### src/rtl/uart_tx_fifo_if.sv
// Bus bundle between the CPU-side writer, the UART transmitter and uart_tx_fifo.
// The master side writes bytes and models the core's thre. The slave side is the FIFO.
interface uart_tx_fifo_if #(
    parameter int AW = 4
);
    logic [7:0]  din;
    logic        wr;
    logic        flush;
    logic        clrovf;
    logic        thre;
    logic [7:0]  tx_d;
    logic        wrtx;
    logic [AW:0] count;
    logic        full;
    logic        empty;
    logic        ovf;
    logic        irq;

    modport master (
        output din, wr, flush, clrovf, thre,
        input  tx_d, wrtx, count, full, empty, ovf, irq
    );

    modport slave (
        input  din, wr, flush, clrovf, thre,
        output tx_d, wrtx, count, full, empty, ovf, irq
    );
endinterface

### src/rtl/uart_tx_fifo.sv
// Transmit FIFO in front of UART_CORE.
// Software bursts bytes in, and the dequeue FSM feeds them to the core one at a time.
// After each load pulse, thre is ignored for HOLD cycles. This covers the core's lag in dropping it.
module uart_tx_fifo #(
    parameter int AW   = 4,
    parameter int HOLD = 2
) (
    input  logic          clk,
    input  logic          resetb,
    uart_tx_fifo_if.slave bus
);
    localparam int              DEPTH   = 2 ** AW;
    localparam int              HW      = (HOLD > 1) ? $clog2(HOLD) : 1;
    localparam logic [HW-1:0]   HLOAD   = HW'(HOLD - 1);
    localparam logic [AW:0]     DEPTH_C = (AW + 1)'(DEPTH);

    typedef enum logic [1:0] {
        S_IDLE  = 2'd0,
        S_ISSUE = 2'd1,
        S_WAIT  = 2'd2
    } state_t;

    logic [7:0]    mem_r [DEPTH];
    logic [AW-1:0] wptr_r;
    logic [AW-1:0] rptr_r;
    logic [AW:0]   count_r;
    state_t        state_r;
    logic [HW-1:0] hcnt_r;
    logic [7:0]    tx_d_r;
    logic          wrtx_r;
    logic          ovf_r;

    logic          full_s;
    logic          empty_s;
    logic          drop_s;
    logic          push_s;
    logic          pop_s;

    assign full_s  = (count_r == DEPTH_C);
    assign empty_s = (count_r == {(AW + 1){1'b0}});
    // A write into a full queue is dropped even when a pop frees a slot on the same edge.
    assign drop_s  = bus.wr & full_s;
    assign push_s  = bus.wr & ~full_s & ~bus.flush;
    // In the ISSUE cycle, a flush replaces the pop with the clear.
    assign pop_s   = (state_r == S_ISSUE) & ~bus.flush;

    // Byte storage: the write port only. The array itself needs no reset.
    always_ff @(posedge clk) begin
        if (push_s) begin
            mem_r[wptr_r] <= bus.din;
        end
    end

    // Pointers and occupancy. Flush clears all of them and takes priority over push and pop.
    always_ff @(posedge clk) begin
        if (!resetb) begin
            wptr_r  <= {AW{1'b0}};
            rptr_r  <= {AW{1'b0}};
            count_r <= {(AW + 1){1'b0}};
        end else if (bus.flush) begin
            wptr_r  <= {AW{1'b0}};
            rptr_r  <= {AW{1'b0}};
            count_r <= {(AW + 1){1'b0}};
        end else begin
            if (push_s) begin
                wptr_r <= wptr_r + AW'(1);
            end
            if (pop_s) begin
                rptr_r <= rptr_r + AW'(1);
            end
            case ({push_s, pop_s})
                2'b10:   count_r <= count_r + (AW + 1)'(1);
                2'b01:   count_r <= count_r - (AW + 1)'(1);
                default: count_r <= count_r;
            endcase
        end
    end

    // Sticky overflow flag. A dropped write wins over a same-cycle clear.
    always_ff @(posedge clk) begin
        if (!resetb) begin
            ovf_r <= 1'b0;
        end else if (drop_s) begin
            ovf_r <= 1'b1;
        end else if (bus.clrovf) begin
            ovf_r <= 1'b0;
        end else begin
            ovf_r <= ovf_r;
        end
    end

    // Dequeue FSM with registered load pulse, data byte and hold counter.
    always_ff @(posedge clk) begin
        if (!resetb) begin
            state_r <= S_IDLE;
            hcnt_r  <= {HW{1'b0}};
            tx_d_r  <= 8'h00;
            wrtx_r  <= 1'b0;
        end else if (bus.flush) begin
            state_r <= S_IDLE;
            hcnt_r  <= {HW{1'b0}};
            wrtx_r  <= 1'b0;
        end else begin
            case (state_r)
                S_IDLE: begin
                    if (!empty_s && bus.thre) begin
                        state_r <= S_ISSUE;
                        tx_d_r  <= mem_r[rptr_r];
                        wrtx_r  <= 1'b1;
                    end
                end
                S_ISSUE: begin
                    state_r <= S_WAIT;
                    hcnt_r  <= HLOAD;
                    wrtx_r  <= 1'b0;
                end
                S_WAIT: begin
                    if (hcnt_r != {HW{1'b0}}) begin
                        hcnt_r <= hcnt_r - HW'(1);
                    end else if (bus.thre) begin
                        state_r <= S_IDLE;
                    end
                end
                default: begin
                    state_r <= S_IDLE;
                    hcnt_r  <= {HW{1'b0}};
                    wrtx_r  <= 1'b0;
                end
            endcase
        end
    end

    assign bus.tx_d  = tx_d_r;
    assign bus.wrtx  = wrtx_r;
    assign bus.count = count_r;
    assign bus.full  = full_s;
    assign bus.empty = empty_s;
    assign bus.ovf   = ovf_r;
    assign bus.irq   = empty_s & bus.thre & (state_r == S_IDLE);
endmodule

### src/flat_wrapper.sv
// flat-port wrapper written by rule: the top's interface ports become plain ports
module uart_tx_fifo_flat 
#(
    parameter int AW   = 4,
    parameter int HOLD = 2
)
  (clk, resetb, bus_din, bus_wr, bus_flush, bus_clrovf, bus_thre, bus_tx_d, bus_wrtx, bus_count, bus_full, bus_empty, bus_ovf, bus_irq);
  uart_tx_fifo_if #(.AW(AW)) bus_i ();
  input  logic clk;
  input  logic resetb;
  input wire logic [$bits(bus_i.din)-1:0] bus_din;
  input wire logic [$bits(bus_i.wr)-1:0] bus_wr;
  input wire logic [$bits(bus_i.flush)-1:0] bus_flush;
  input wire logic [$bits(bus_i.clrovf)-1:0] bus_clrovf;
  input wire logic [$bits(bus_i.thre)-1:0] bus_thre;
  output wire logic [$bits(bus_i.tx_d)-1:0] bus_tx_d;
  output wire logic [$bits(bus_i.wrtx)-1:0] bus_wrtx;
  output wire logic [$bits(bus_i.count)-1:0] bus_count;
  output wire logic [$bits(bus_i.full)-1:0] bus_full;
  output wire logic [$bits(bus_i.empty)-1:0] bus_empty;
  output wire logic [$bits(bus_i.ovf)-1:0] bus_ovf;
  output wire logic [$bits(bus_i.irq)-1:0] bus_irq;
  assign bus_i.din = bus_din;
  assign bus_i.wr = bus_wr;
  assign bus_i.flush = bus_flush;
  assign bus_i.clrovf = bus_clrovf;
  assign bus_i.thre = bus_thre;
  assign bus_tx_d = bus_i.tx_d;
  assign bus_wrtx = bus_i.wrtx;
  assign bus_count = bus_i.count;
  assign bus_full = bus_i.full;
  assign bus_empty = bus_i.empty;
  assign bus_ovf = bus_i.ovf;
  assign bus_irq = bus_i.irq;
  uart_tx_fifo #(.AW(AW), .HOLD(HOLD)) u_core (.clk(clk), .resetb(resetb), .bus(bus_i));
endmodule
### config.mk
export PLATFORM = sky130hd
export DESIGN_NAME = uart_tx_fifo_flat
export DESIGN_NICKNAME = d
export VERILOG_FILES = /design/src/rtl/uart_tx_fifo_if.sv /design/src/rtl/uart_tx_fifo.sv /design/src/flat_wrapper.sv
export SDC_FILE = /design/constraint.sdc
export NUM_CORES = 1
export LEC_CHECK = 0
export CORE_MARGIN = 2
export CORE_UTILIZATION = 45
export DETAILED_ROUTE_END_ITERATION = 12
export GPL_TIMING_DRIVEN = 0
export PLACE_DENSITY = 0.67
export SLEW_MARGIN = 0
export SYNTH_ARGS = -nofsm -noshare
export SYNTH_HDL_FRONTEND = slang
export SYNTH_SLANG_ARGS = --single-unit
### constraint.sdc
create_clock -name clk -period 3.3 [get_ports clk]
set_clock_uncertainty 0.15 [all_clocks]
set_input_delay 0.66 -clock clk [delete_from_list [all_inputs] [get_ports clk]]
set_output_delay 0.66 -clock clk [all_outputs]
set_load 0.03 [all_outputs]
==> reports/summary.md, run 1 <==
The run finished with clean final reports. The sum of met2 wire segment lengths after detailed routing came out at 6311 um. The logs give 0 for the number of setup buffers added after CTS and 0 for the DRC violation count after routing. Number of antenna violations at the first check in global routing: 0. Counting flops and latches in the post-synthesis netlist gives 154.

In the final layout, the share of cells above drive strength 1 is 13.38%. The cell at the slowest stage of the critical path was sky130_fd_sc_hd__or4_4. Across the VDD grid, the largest voltage drop is 0.4387 mV.

The signal on the critical path passes through buf_6, or4_4, o211a_4, inv_1, ha_4, xor2_1, ha_1, a211o_2, a211o_1, a31oi_1, xnor2_1, nor2_1. The register clock-pin slew on the reported worst setup and hold paths works out to 60 ps. The cell sitting at the root of the clock tree is a sky130_fd_sc_hd__clkbuf_16.

For the number of different library cells in the post-synthesis netlist, the log shows 45. The die is 122.3 um tall. In this run the number of H-tree levels came out at 4. The tools report the nature of the critical path startpoint as a register. Once layout is done, the placed cells without fillers occupy 7445 um^2. Portion of total power attributed to combinational logic: 2.7%. After synthesis, the largest family of logic cells by area is multiplexers.

The detailed router finished its first iteration with 363 violations. The final critical-path share of the clock period works out to 95.42%. For the total clock buffers created by CTS, the log shows 17.

The antenna diode count came out at 0. Setup slack closes at 151.1 ps. The tools report the net count after synthesis as 430.

The tools report the number of standard-cell rows in the floorplan as 43. The relative area change from synthesis to final layout was 18.22%; the standard cell area after detailed placement was 6833 um^2. Setup violations remaining at the end of the flow were counted as 0.

Port buffering added 31 buffers. In the detailed route, the total length drawn on met3 is 843 um. The number of pins exceeding their max-slew limit in the final report was 0; the number of routed nets with antenna violations was 0. Via count of the first global-routing pass: 3529. The logs give 0 for the count of warnings emitted by yosys and 14960 um^2 for the area of the die. The tools report the arrival time of the worst setup path as 3310 ps. The routed metal-1 wire length came out at 5694 um. The worst setup path is captured at a register. The vias after detailed routing came out at 3543.

After detailed routing, no signal wire sits above met4. The parity-gate share of the synthesized area counting xor and xnor cells is 1.391%, and the first-pass iteration count of the detailed router is 4. Summed over all nets, the half-perimeter wirelength after detailed placement is 8464 um.

Reported net switching power: 811.2 uW. The die width is 122.3 um, and the required time of the worst setup path is 3460 ps. For this design, the sink count on the clock tree is 154.

The largest driver fanout on the critical path works out to 8. Before CTS, the worst setup slack after placement is -122.6 ps. Internal power comes to 3.330 mW. For the total standard cell area after synthesis, the log shows 6297 um^2. For this design the static power due to leakage is 2.364 nW. The wire length of the first global-routing pass was 19930 um.

Counting every instance in the synthesized netlist gives 407. Net switching is 19.59% of the power. The boundary pin count is 32.

The post-synthesis compound-gate area fraction was 7.928%; the post-detailed-route via-to-cell ratio was 5.442. The transition time at the pin with the least slew margin is 1272 ps, and the sum of routed wire length over all layers is 13040 um. Routability-driven placement finished with a final weighted congestion of 0.7720. The fmax is 317.6 MHz, and the average wire per cell in the routed design is 20.03 um.

The clock network burns 46.1% of the power. Headroom to the max-slew limit came out at 14.52%. Entering global routing, the biggest net connects 17 pins. The initial utilization of the core area, before any placement, comes to 45.72%. The worst setup path is of the reg -> reg kind. The net count of the finished layout is 481.

For this run, the register share of the synthesized area comes to 69.30%. Global routing finished with a remaining overflow of 0. Clock insertion delay at the later pin of the skew report: 420 ps. The min-delay analysis places its worst path in the category reg -> reg. On the worst path, the slowest cell contributes a delay of 560 ps.

The multiplexer fraction of the synthesized cell area is 10.49%. Across every metal layer, demand over resource in global routing totals 18.67%. The top cell type by area accounts for 61.04% of the synthesized area. The cell taking the most area after synthesis was sky130_fd_sc_hd__edfxtp_1.

TritonCTS built the clock tree. Accumulated negative setup slack: 0 ps. The final-report hold violation count was 0; the number of enable flip-flop cells after synthesis was 128.

The most frequently used flop master after synthesis is sky130_fd_sc_hd__edfxtp_1. Ranked by total cell area, the synthesized netlist is headed by sky130_fd_sc_hd__edfxtp_1, sky130_fd_sc_hd__mux2i_1, sky130_fd_sc_hd__dfxtp_1. The run gives 0 as the number of max-cap violations.

The total power draw is 4.141 mW, and the number of cells upsized or downsized after cts is 0. The buffers plus inverters on the worst setup path is 2, and the core outline area is 13770 um^2. A synthesized cell averages 15.47 um^2.

The sequential share of power is 51.2%. The share of synthesized registers carrying an async set or reset was 0%; the time the worst path needs with I/O delays and setup was 3149 ps. Of the total synthesized cell area, the portion taken by full adders, half adders and majority gates is 1.788%.

Among cell families on the critical path, the largest total delay comes from compound AO/OA/AOI/OAI gates. Summing the areas of all and, or, nand and nor instances in the mapped netlist gives 6.716% of the synthesized area. The power density of the placed cells is 556.2 nW/um^2, and the clock tree buffer depth is 2. Buffers inserted to repair hold after CTS numbered 0.
## cells in the mapped netlist (2+ instances only)
library cell / instances
sky130_fd_sc_hd__a21oi_1: 7
sky130_fd_sc_hd__buf_2: 9
sky130_fd_sc_hd__buf_4: 3
sky130_fd_sc_hd__buf_6: 3
sky130_fd_sc_hd__clkbuf_1: 6
sky130_fd_sc_hd__dfxtp_1: 26
sky130_fd_sc_hd__edfxtp_1: 128
sky130_fd_sc_hd__ha_1: 9
sky130_fd_sc_hd__inv_1: 7
sky130_fd_sc_hd__mux2i_1: 66
sky130_fd_sc_hd__nand2_1: 11
sky130_fd_sc_hd__nand2b_1: 6
sky130_fd_sc_hd__nand3b_1: 4
sky130_fd_sc_hd__nor2_1: 29
sky130_fd_sc_hd__nor2b_1: 3
sky130_fd_sc_hd__nor3_1: 13
sky130_fd_sc_hd__nor4bb_1: 2
sky130_fd_sc_hd__o221ai_1: 8
sky130_fd_sc_hd__o22a_1: 8
sky130_fd_sc_hd__o22ai_1: 17
sky130_fd_sc_hd__o2bb2ai_2: 8
sky130_fd_sc_hd__or3_1: 3
sky130_fd_sc_hd__xnor2_1: 4
sky130_fd_sc_hd__xor2_1: 6
## registers in the layout, indices dropped and copies added, names as in the netlist
| register | count |
|---|---|
| u_core.state_r | 2 |
| u_core.bus.ovf | 1 |
| u_core.bus.count | 5 |
| u_core.hcnt_r | 1 |
| u_core.mem_r | 128 |
| u_core.bus.tx_d | 8 |
| u_core.bus.wrtx | 1 |
| u_core.rptr_r | 4 |
| u_core.wptr_r | 4 |
## path summary, 6_finish.rpt
check	slack, ps	startpoint	depth (start not counted)	endpoint
max	150	u_core.bus.count[1]$_SDFFE_PP0P_	12	u_core.bus.count[4]$_SDFFE_PP0P_
min	320	u_core.bus.tx_d[3]$_SDFFE_PN0P_	1	u_core.bus.tx_d[3]$_SDFFE_PN0P_
min reg2reg	320	u_core.bus.tx_d[3]$_SDFFE_PN0P_	1	u_core.bus.tx_d[3]$_SDFFE_PN0P_
max reg2reg	150	u_core.bus.count[1]$_SDFFE_PP0P_	12	u_core.bus.count[4]$_SDFFE_PP0P_
## per-layer routing
layer	track usage, %	up-vias
met3	5.251	16
met5	0	-
met2	30.24	100
met1	24.45	1749
met4	5.963	0
li1	-	1678
## per-stage QoR
stage | std cells | util, % | hold slack, ps
floorplan | 407 | - | 309.0
finish | 651 | 54.05 | 322.0
detailed placement | 618 | 49.61 | 307.1
global placement | 618 | 49.61 | 311.8
global route | 651 | 54.05 | 333.7
CTS | 650 | 53.85 | 325.5
## layout make-up
cell class	count	area, um^2
Clock buffer	18	429.2
Timing Repair Buffer	32	320.3
Tap cell	180	225.2
Sequential cell	154	4364
Clock inverter	14	155.1
Fill cell	1147	6329
Multi-Input combinational cell	225	1800
Buffer	21	123.9
Inverter	7	26.28
## power by group through the flow
stage	Sequential, mW	Clock [mW]	Combinational [mW]
detailed placement	2.16	0	0.112
global route	2.12	2.01	0.122
floorplan	2.16	0	0.0449
finish	2.12	1.91	0.112
CTS	2.12	1.93	0.113
global placement	2.16	0	0.108
## cell usage in the layout, fill, tap and decap left out, drive strengths merged, types with 9 or more instances in the layout
cell type        n
buf             15
o22ai           17
nor3            13
dfxtp           26
clkdlybuf4s50   30
mux2i           66
nand2           12
clkbuf          25
edfxtp         128
nor2            29
ha               9
## cell families (layout without fill, tap and decap cells)
| kind of cell | Yosys count | in the layout |
|---|---|---|
| adders and majority gates | 9 | 9 |
| muxes | 66 | 66 |
| and+or+nand+nor | 81 | 81 |
| DFF | 154 | 154 |
| buffers and inverters | 28 | 92 |
| AOI/OAI and AO/OA | 59 | 59 |
| xor gates and xnor gates | 10 | 10 |
## worst register-to-register path, cell delays in order, from the launching register on
cell and delay [ps]:
sky130_fd_sc_hd__dfxtp_1 320, sky130_fd_sc_hd__buf_6 130, sky130_fd_sc_hd__or4_4 560, sky130_fd_sc_hd__o211a_4 300, sky130_fd_sc_hd__inv_1 120, sky130_fd_sc_hd__ha_4 190, sky130_fd_sc_hd__xor2_1 80, sky130_fd_sc_hd__ha_1 210
sky130_fd_sc_hd__a211o_2 310, sky130_fd_sc_hd__a211o_1 300, sky130_fd_sc_hd__a31oi_1 180, sky130_fd_sc_hd__xnor2_1 150, sky130_fd_sc_hd__nor2_1 50
Note: power is estimated with default switching activity, not from simulation.
==> inputs of run 2 (changes only) <==
Settings changed: SKIP_LAST_GASP set to 1.
==> results of run 2 <==
The final DEF is identical to that of run 1; final timing and power are the same.
==> RTL edit 1 (flow settings as in run 2) <==
Encoding of `state_t`: now one-hot (3 bits for 3 states).
--- a/src/rtl/uart_tx_fifo.sv
+++ b/src/rtl/uart_tx_fifo.sv
@@ -14,10 +14,10 @@
     localparam logic [HW-1:0]   HLOAD   = HW'(HOLD - 1);
     localparam logic [AW:0]     DEPTH_C = (AW + 1)'(DEPTH);
 
-    typedef enum logic [1:0] {
-        S_IDLE  = 2'd0,
-        S_ISSUE = 2'd1,
-        S_WAIT  = 2'd2
+    typedef enum logic [2:0] {
+        S_IDLE  = 3'b001,
+        S_ISSUE = 3'b010,
+        S_WAIT  = 3'b100
     } state_t;
 
     logic [7:0]    mem_r [DEPTH];
Check against the original RTL: no difference found for any inputs over 4 cycles, from zero or initial values and one cycle with resetb low; so few cycles prove little.
==> RTL edit 1 against run 2 <==
Count of clock-buffer cells in the layout shrank 1; power up 3.1%; combinational power decreased by 9%; critical path depth decreased by 1; sequential cell count is 1 higher; routed wire length fell by 1.4%; non-clock buffer count shrank 1; core utilization rose by 0.11 points; synthesized area down 0.20%; design area increased by 0.20%; via count is 6.2% lower; worst setup slack better by 0.048 ns; critical path type is now input pin to register; largest cell class unchanged; largest power group unchanged.
==> RTL edit 1: results (changes against run 2) <==
[metrics] result of the run: finished clean (unchanged)
[metrics] Async SR Flop Fraction: 0% (unchanged)
[metrics] DRT iter0 DRCs: 269 (was 363)
[metrics] wire length after detailed routing: 12.9 mm (was 13.0 mm)
[metrics] Via density: 5.49 (was 5.44)
[metrics] number of global-route vias before repair: 3322 (was 3529)
[metrics] wire length per cell after detailed routing: 21.2 µm (was 20.0 µm)
[metrics] Syn Inst Count: 361 (was 407)
[metrics] longest individual stage delay on the worst path: 0.54 ns (was 0.56 ns)
[metrics] post-synthesis net count: 384 (was 430)
[metrics] number of cells in the design after placement: 572 (was 618)
[metrics] wire length of the first global-routing pass: 19.5 mm (was 19.9 mm)
[metrics] most used standard cells in the synthesized netlist: edfxtp_1, mux4_2, dfxtp_1 (was edfxtp_1, mux2i_1, nor2_1)
[metrics] post-detailed-placement cell area: 6820 µm² (was 6830 µm²)
[metrics] Hold Path Cell Cnt: 1 (unchanged)
[metrics] Hold Path End: u_core.bus.tx_d[0]$_SDFFE_PN0P_ (was u_core.bus.tx_d[3]$_SDFFE_PN0P_)
[metrics] Worst Tran Pin Value: 1.31 ns (was 1.27 ns)
[metrics] count of fill cells added during filler insertion: 1103 (was 1147)
[metrics] crit path max-delay cell type: clkdlybuf4s50_1 (was or4_4)
[metrics] post-synthesis sequential area ratio: 69.8% (was 69.3%)
[metrics] Final Net Count: 435 (was 481)
[metrics] register-to-register setup slack: 0.37 ns (was 0.15 ns)
[metrics] number of distinct library cells after synthesis: 40 (was 45)
[metrics] start of the worst register-to-register path: u_core.bus.count[2]$_SDFFE_PP0P_ (was u_core.bus.count[1]$_SDFFE_PP0P_)
[metrics] overall routing resource usage: 18.9% (was 18.7%)
[metrics] DP Wirelength: 8.29 mm (was 8.46 mm)
[metrics] leakage component of the power: 2.45 nW (was 2.36 nW)
[metrics] CTS sink cnt: 155 (was 154)
[metrics] Arr. time, crit path: 3.25 ns (was 3.31 ns)
[metrics] Placer Congestion: 0.742 (was 0.772)
[metrics] main area contributors after synthesis: edfxtp_1, mux4_2, dfxtp_1 (was edfxtp_1, mux2i_1, dfxtp_1)
[metrics] Hold Worst Slack: 0.302 ns (was 0.322 ns)
[metrics] worst voltage drop across the vdd grid: 0.000342 V (was 0.000439 V)
==> RTL edit 1: cell types whose count changed after synthesis, sizes merged, moves of 3 or more <==
| cell | before | now |
|---|---|---|
| mux2i | 66 | 18 |
| mux4 | 0 | 32 |
| o22ai | 17 | 8 |
| a21o | 1 | 9 |
| o221ai | 8 | 0 |
| o2bb2ai | 8 | 0 |
| o22a | 8 | 1 |
| nor3 | 13 | 7 |
| nand3b | 4 | 1 |
| nor2 | 29 | 26 |
==> RTL edit 1: through the flow <==
stage	utilization, %	worst slack [ns]
finish	54.2	0.199
global route	54.2	0.0620
floorplan	-	0.291
detailed placement	49.5	-0.386
CTS	54.1	0.0334
global placement	49.5	-0.346
==> RTL edit 1: repair_timing <==
action | in CTS | in global routing
resized for setup | 1 | 1
hold buffers | 0 | 0
pin swaps | 0 | 1
buffers inserted | 0 | 1
endpoints found under the setup margin | 1 | 1
==> RTL edit 1: worst max path at each step <==
stage / start / to
final: bus_flush / u_core.bus.count[4]$_SDFFE_PP0P_
after floorplan: u_core.bus.count[2]$_SDFFE_PP0P_ / u_core.bus.count[4]$_SDFFE_PP0P_
after global placement: bus_wr / u_core.bus.count[4]$_SDFFE_PP0P_
after CTS: bus_flush / u_core.bus.count[4]$_SDFFE_PP0P_
after global routing: bus_flush / u_core.bus.count[4]$_SDFFE_PP0P_
after detailed placement: bus_wr / u_core.bus.count[4]$_SDFFE_PP0P_
==> RTL edit 1: worst max-delay path: cells and delay by family <==
family / cells / cell delay, ns
buffers and inverters: 2 / 0.64
adder cells (fa/ha/maj): 2 / 0.52
AO/OA/AOI/OAI: 4 / 1.08
XOR/XNOR: 2 / 0.31
AND/OR/NAND/NOR: 1 / 0.05
==> RTL edit 1: cells by family after synthesis <==
group | Yosys count | share of synthesized area (%)
compound gates | 38 | 4.10
buf+inv | 29 | 2.63
simple gates | 70 | 5.99
flops | 155 | 69.8
mux | 50 | 14.3
fa+ha+maj | 9 | 1.79
xor+xnor | 10 | 1.39
==> RTL edit 1: where the power goes <==
| part | internal (mW) | switching, mW |
|---|---|---|
| registers | 2.13 | 0.00441 |
| logic | 0.0370 | 0.0653 |
| clock network | 1.26 | 0.771 |
==> RTL edit 1: layout make-up <==
| type | count | area, µm² | area share, % |
|---|---|---|---|
| repair buffers | 32 | 318 | 4.26 |
| clock inverters | 15 | 194 | 2.60 |
| plain buffers | 20 | 131 | 1.76 |
| clock buffers | 17 | 425 | 5.70 |
| flip-flops and latches | 155 | 4380 | 58.8 |
| well taps | 180 | 225 | 3.02 |
| inverters | 9 | 33.8 | 0.453 |
| multi-input cells | 177 | 1750 | 23.4 |
==> RTL edit 1: layer usage <==
layer	part of all wire, %	GRT usage (%)
met1	43	25.7
met2	49	29.4
met3	6.9	4.49
met4	0.96	7.76
met5	0	0
==> RTL edit 2 (flow settings as in run 2) <==
Made on the original files. `AW` is set to 4 in 3 places; all go to 6.
--- a/src/rtl/uart_tx_fifo_if.sv
+++ b/src/rtl/uart_tx_fifo_if.sv
@@ -1,7 +1,7 @@
 // Bus bundle between the CPU-side writer, the UART transmitter and uart_tx_fifo.
 // The master side writes bytes and models the core's thre. The slave side is the FIFO.
 interface uart_tx_fifo_if #(
-    parameter int AW = 4
+    parameter int AW = 6
 );
     logic [7:0]  din;
     logic        wr;
--- a/src/rtl/uart_tx_fifo.sv
+++ b/src/rtl/uart_tx_fifo.sv
@@ -2,7 +2,7 @@
 // Software bursts bytes in, and the dequeue FSM feeds them to the core one at a time.
 // After each load pulse, thre is ignored for HOLD cycles. This covers the core's lag in dropping it.
 module uart_tx_fifo #(
-    parameter int AW   = 4,
+    parameter int AW   = 6,
     parameter int HOLD = 2
 ) (
     input  logic          clk,
--- a/src/flat_wrapper.sv
+++ b/src/flat_wrapper.sv
@@ -1,7 +1,7 @@
 // flat-port wrapper written by rule: the top's interface ports become plain ports
 module uart_tx_fifo_flat 
 #(
-    parameter int AW   = 4,
+    parameter int AW   = 6,
     parameter int HOLD = 2
 )
   (clk, resetb, bus_din, bus_wr, bus_flush, bus_clrovf, bus_thre, bus_tx_d, bus_wrtx, bus_count, bus_full, bus_empty, bus_ovf, bus_irq);
Ports: changed (resized bus_count); port bits go from 32 to 34. No check against the original RTL was run, so the function may have changed too.
==> RTL edit 2 against run 2 <==
Routed wire length grew to 4.0 times the old value; die area grew to 3.3 times the old value; design area grew to 3.3 times the old value; worst setup slack gained 0.021 ns; synthesized area grew to 3.5 times the old value; count of clock-buffer cells in the layout grew 48; largest cell class unchanged; global-route usage grew 2.3 points; power grew to 3.3 times the old value; combinational power grew 100%; highest routed layer unchanged; sequential power grew to 3.6 times the old value; sequential cell count grew 390.
==> RTL edit 2: results (changes against run 2) <==
[metrics] longest individual stage delay on the worst path: 0.69 ns (was 0.56 ns)
[metrics] Worst Tran Pin Value: 0.911 ns (was 1.27 ns)
[metrics] post-synthesis net count: 1233 (was 430)
[metrics] number of distinct library cells after synthesis: 71 (was 45)
[metrics] Min-Delay Startpoint: bus_din[0] (was u_core.bus.tx_d[3]$_SDFFE_PN0P_)
[metrics] wire length of the first global-routing pass: 76.5 mm (was 19.9 mm)
[metrics] Hold Path End: u_core.mem_r[19][0]$_DFFE_PP_ (was u_core.bus.tx_d[3]$_SDFFE_PN0P_)
[metrics] number of flops mapped to enable cells by yosys: 512 (was 128)
[metrics] largest delay contributor family on the critical path: simple AND/OR/NAND/NOR gates (was compound AO/OA/AOI/OAI gates)
[metrics] start of the worst register-to-register path: u_core.bus.count[3]$_SDFFE_PP0P_ (was u_core.bus.count[1]$_SDFFE_PP0P_)
[metrics] register-to-register setup slack: 0.17 ns (was 0.15 ns)
[metrics] post-synthesis sequential area ratio: 73.7% (was 69.3%)
[metrics] Final Net Count: 1333 (was 481)
[metrics] antenna violations before repair: 1 (was 0)
[metrics] Port Buffer Count: 33 (was 31)
[metrics] Clk Latency, worst-skew pair: 0.60 ns (was 0.42 ns)
[metrics] Via density: 5.91 (was 5.44)
[metrics] most used standard cells in the synthesized netlist: edfxtp_1, mux2i_1, nor2_1 (unchanged)
[metrics] Worst R2R End: u_core.mem_r[6][5]$_DFFE_PP_ (was u_core.bus.count[4]$_SDFFE_PP0P_)
[metrics] post-detailed-placement cell area: 23000 µm² (was 6830 µm²)
[metrics] count of fill cells added during filler insertion: 3759 (was 1147)
[metrics] Hold Path Cell Cnt: 1 (unchanged)
[metrics] worst voltage drop across the vdd grid: 0.000405 V (was 0.000439 V)
[metrics] crit path max-delay cell type: nor2_2 (was or4_4)
[metrics] fraction of layout instances using a drive strength above 1: 20.3% (was 13.4%)
[metrics] main area contributors after synthesis: edfxtp_1, mux4_2, mux2i_1 (was edfxtp_1, mux2i_1, dfxtp_1)
[metrics] wire length after detailed routing: 51.9 mm (was 13.0 mm)
[metrics] type of the most critical hold path: input pin to register (was register to register)
[metrics] largest net degree at the start of global routing: 57 (was 17)
[metrics] largest buffer count on any clock path: 3 (was 2)
[metrics] multi-input combinational cell area: 5370 µm² (was 1800 µm²)
[metrics] overall routing resource usage: 21.0% (was 18.7%)
[metrics] first-pass detailed-route iteration total: 5 (was 4)
[metrics] result of the run: finished clean (unchanged)
[metrics] Worst R2R Path Depth: 7 (was 12)
[metrics] number of global-route vias before repair: 11400 (was 3529)
[metrics] DRT iter0 DRCs: 1332 (was 363)
[metrics] sw power: 2.73 mW (was 0.811 mW)
[metrics] DP Wirelength: 34.6 mm (was 8.46 mm)
[metrics] max FFs per register: 512 (was 128)
[metrics] Worst Path Max Fanout: 9 (was 8)
RTL edit 2: cell count changes in the layout (fill, tap and decap cells not counted), sizes merged, moves of 10 or more:
cell / run 2 / this run
nor2: 29 / 96
mux4: 0 / 65
o21ai: 2 / 28
buf: 15 / 74
mux2i: 66 / 111
o21a: 1 / 11
clkbuf: 25 / 82
nand2: 12 / 36
clkinv: 7 / 28
mux2: 0 / 38
edfxtp: 128 / 512
o22ai: 17 / 39
RTL edit 2: what timing repair did:
action	CTS	global route
hold buffers	0	0
setup endpoints to repair	77	216
resized for setup	16	2
pin swaps	1	0
cloned	0	0
setup buffers	2	3
RTL edit 2: power groups by stage:
stage / logic [mW] / clock network (mW) / registers (mW)
final: 0.226 / 5.99 / 7.55
after global routing: 0.244 / 6.34 / 7.55
after CTS: 0.227 / 6.07 / 7.55
after detailed placement: 0.225 / 0 / 7.70
after global placement: 0.198 / 0 / 7.72
after floorplan: 0.0501 / 0 / 7.70
RTL edit 2: cells by family after synthesis:
group | Yosys count | share of synthesized area [%]
xor+xnor | 12 | 0.483
flops | 544 | 73.7
buf+inv | 75 | 2.01
mux | 214 | 13.8
simple gates | 212 | 4.75
fa+ha+maj | 5 | 0.288
compound gates | 152 | 4.98
RTL edit 2: routing by layer:
layer,track usage [%],share of wire (%)
met5,0,0
met4,6.34,2.7
met3,5.08,8.2
met2,33.3,47
met1,29.0,42
RTL edit 2: through the flow:
stage | hold WS, ns | instances | setup slack, ns | setup TNS (ns)
after global placement | 0.303 | 1862 | -0.859 | -134.14
after global routing | 0.255 | 1973 | -0.0162 | -0.0162
final | 0.251 | 1973 | 0.172 | 0
after CTS | 0.227 | 1971 | -0.0981 | -0.0981
after detailed placement | 0.327 | 1870 | -0.920 | -51.66
after floorplan | 0.284 | 1214 | 0.0309 | 0
RTL edit 2: area by class of cell:
cell class	instances	area share, %
sequential	544	64.6
multi-input combinational	595	21.6
clock buffer	66	5.71
tap	615	3.10
timing repair buffer	46	1.95
buffer	69	1.68
clock inverter	34	1.22
inverter	4	0.0606
RTL edit 2: worst max path at each step:
stage	slack, ns	cells past startpoint	from	endpoint
floorplan	0.03	13	u_core.bus.count[2]$_SDFFE_PP0P_	u_core.bus.count[4]$_SDFFE_PP0P_
global placement	-0.86	11	bus_flush	u_core.bus.count[4]$_SDFFE_PP0P_
detailed placement	-0.92	11	bus_flush	u_core.bus.count[4]$_SDFFE_PP0P_
CTS	-0.1	12	u_core.bus.count[2]$_SDFFE_PP0P_	u_core.bus.count[4]$_SDFFE_PP0P_
global route	-0.02	10	u_core.bus.count[5]$_SDFFE_PP0P_	u_core.bus.count[4]$_SDFFE_PP0P_
finish	0.17	7	u_core.bus.count[3]$_SDFFE_PP0P_	u_core.mem_r[6][5]$_DFFE_PP_
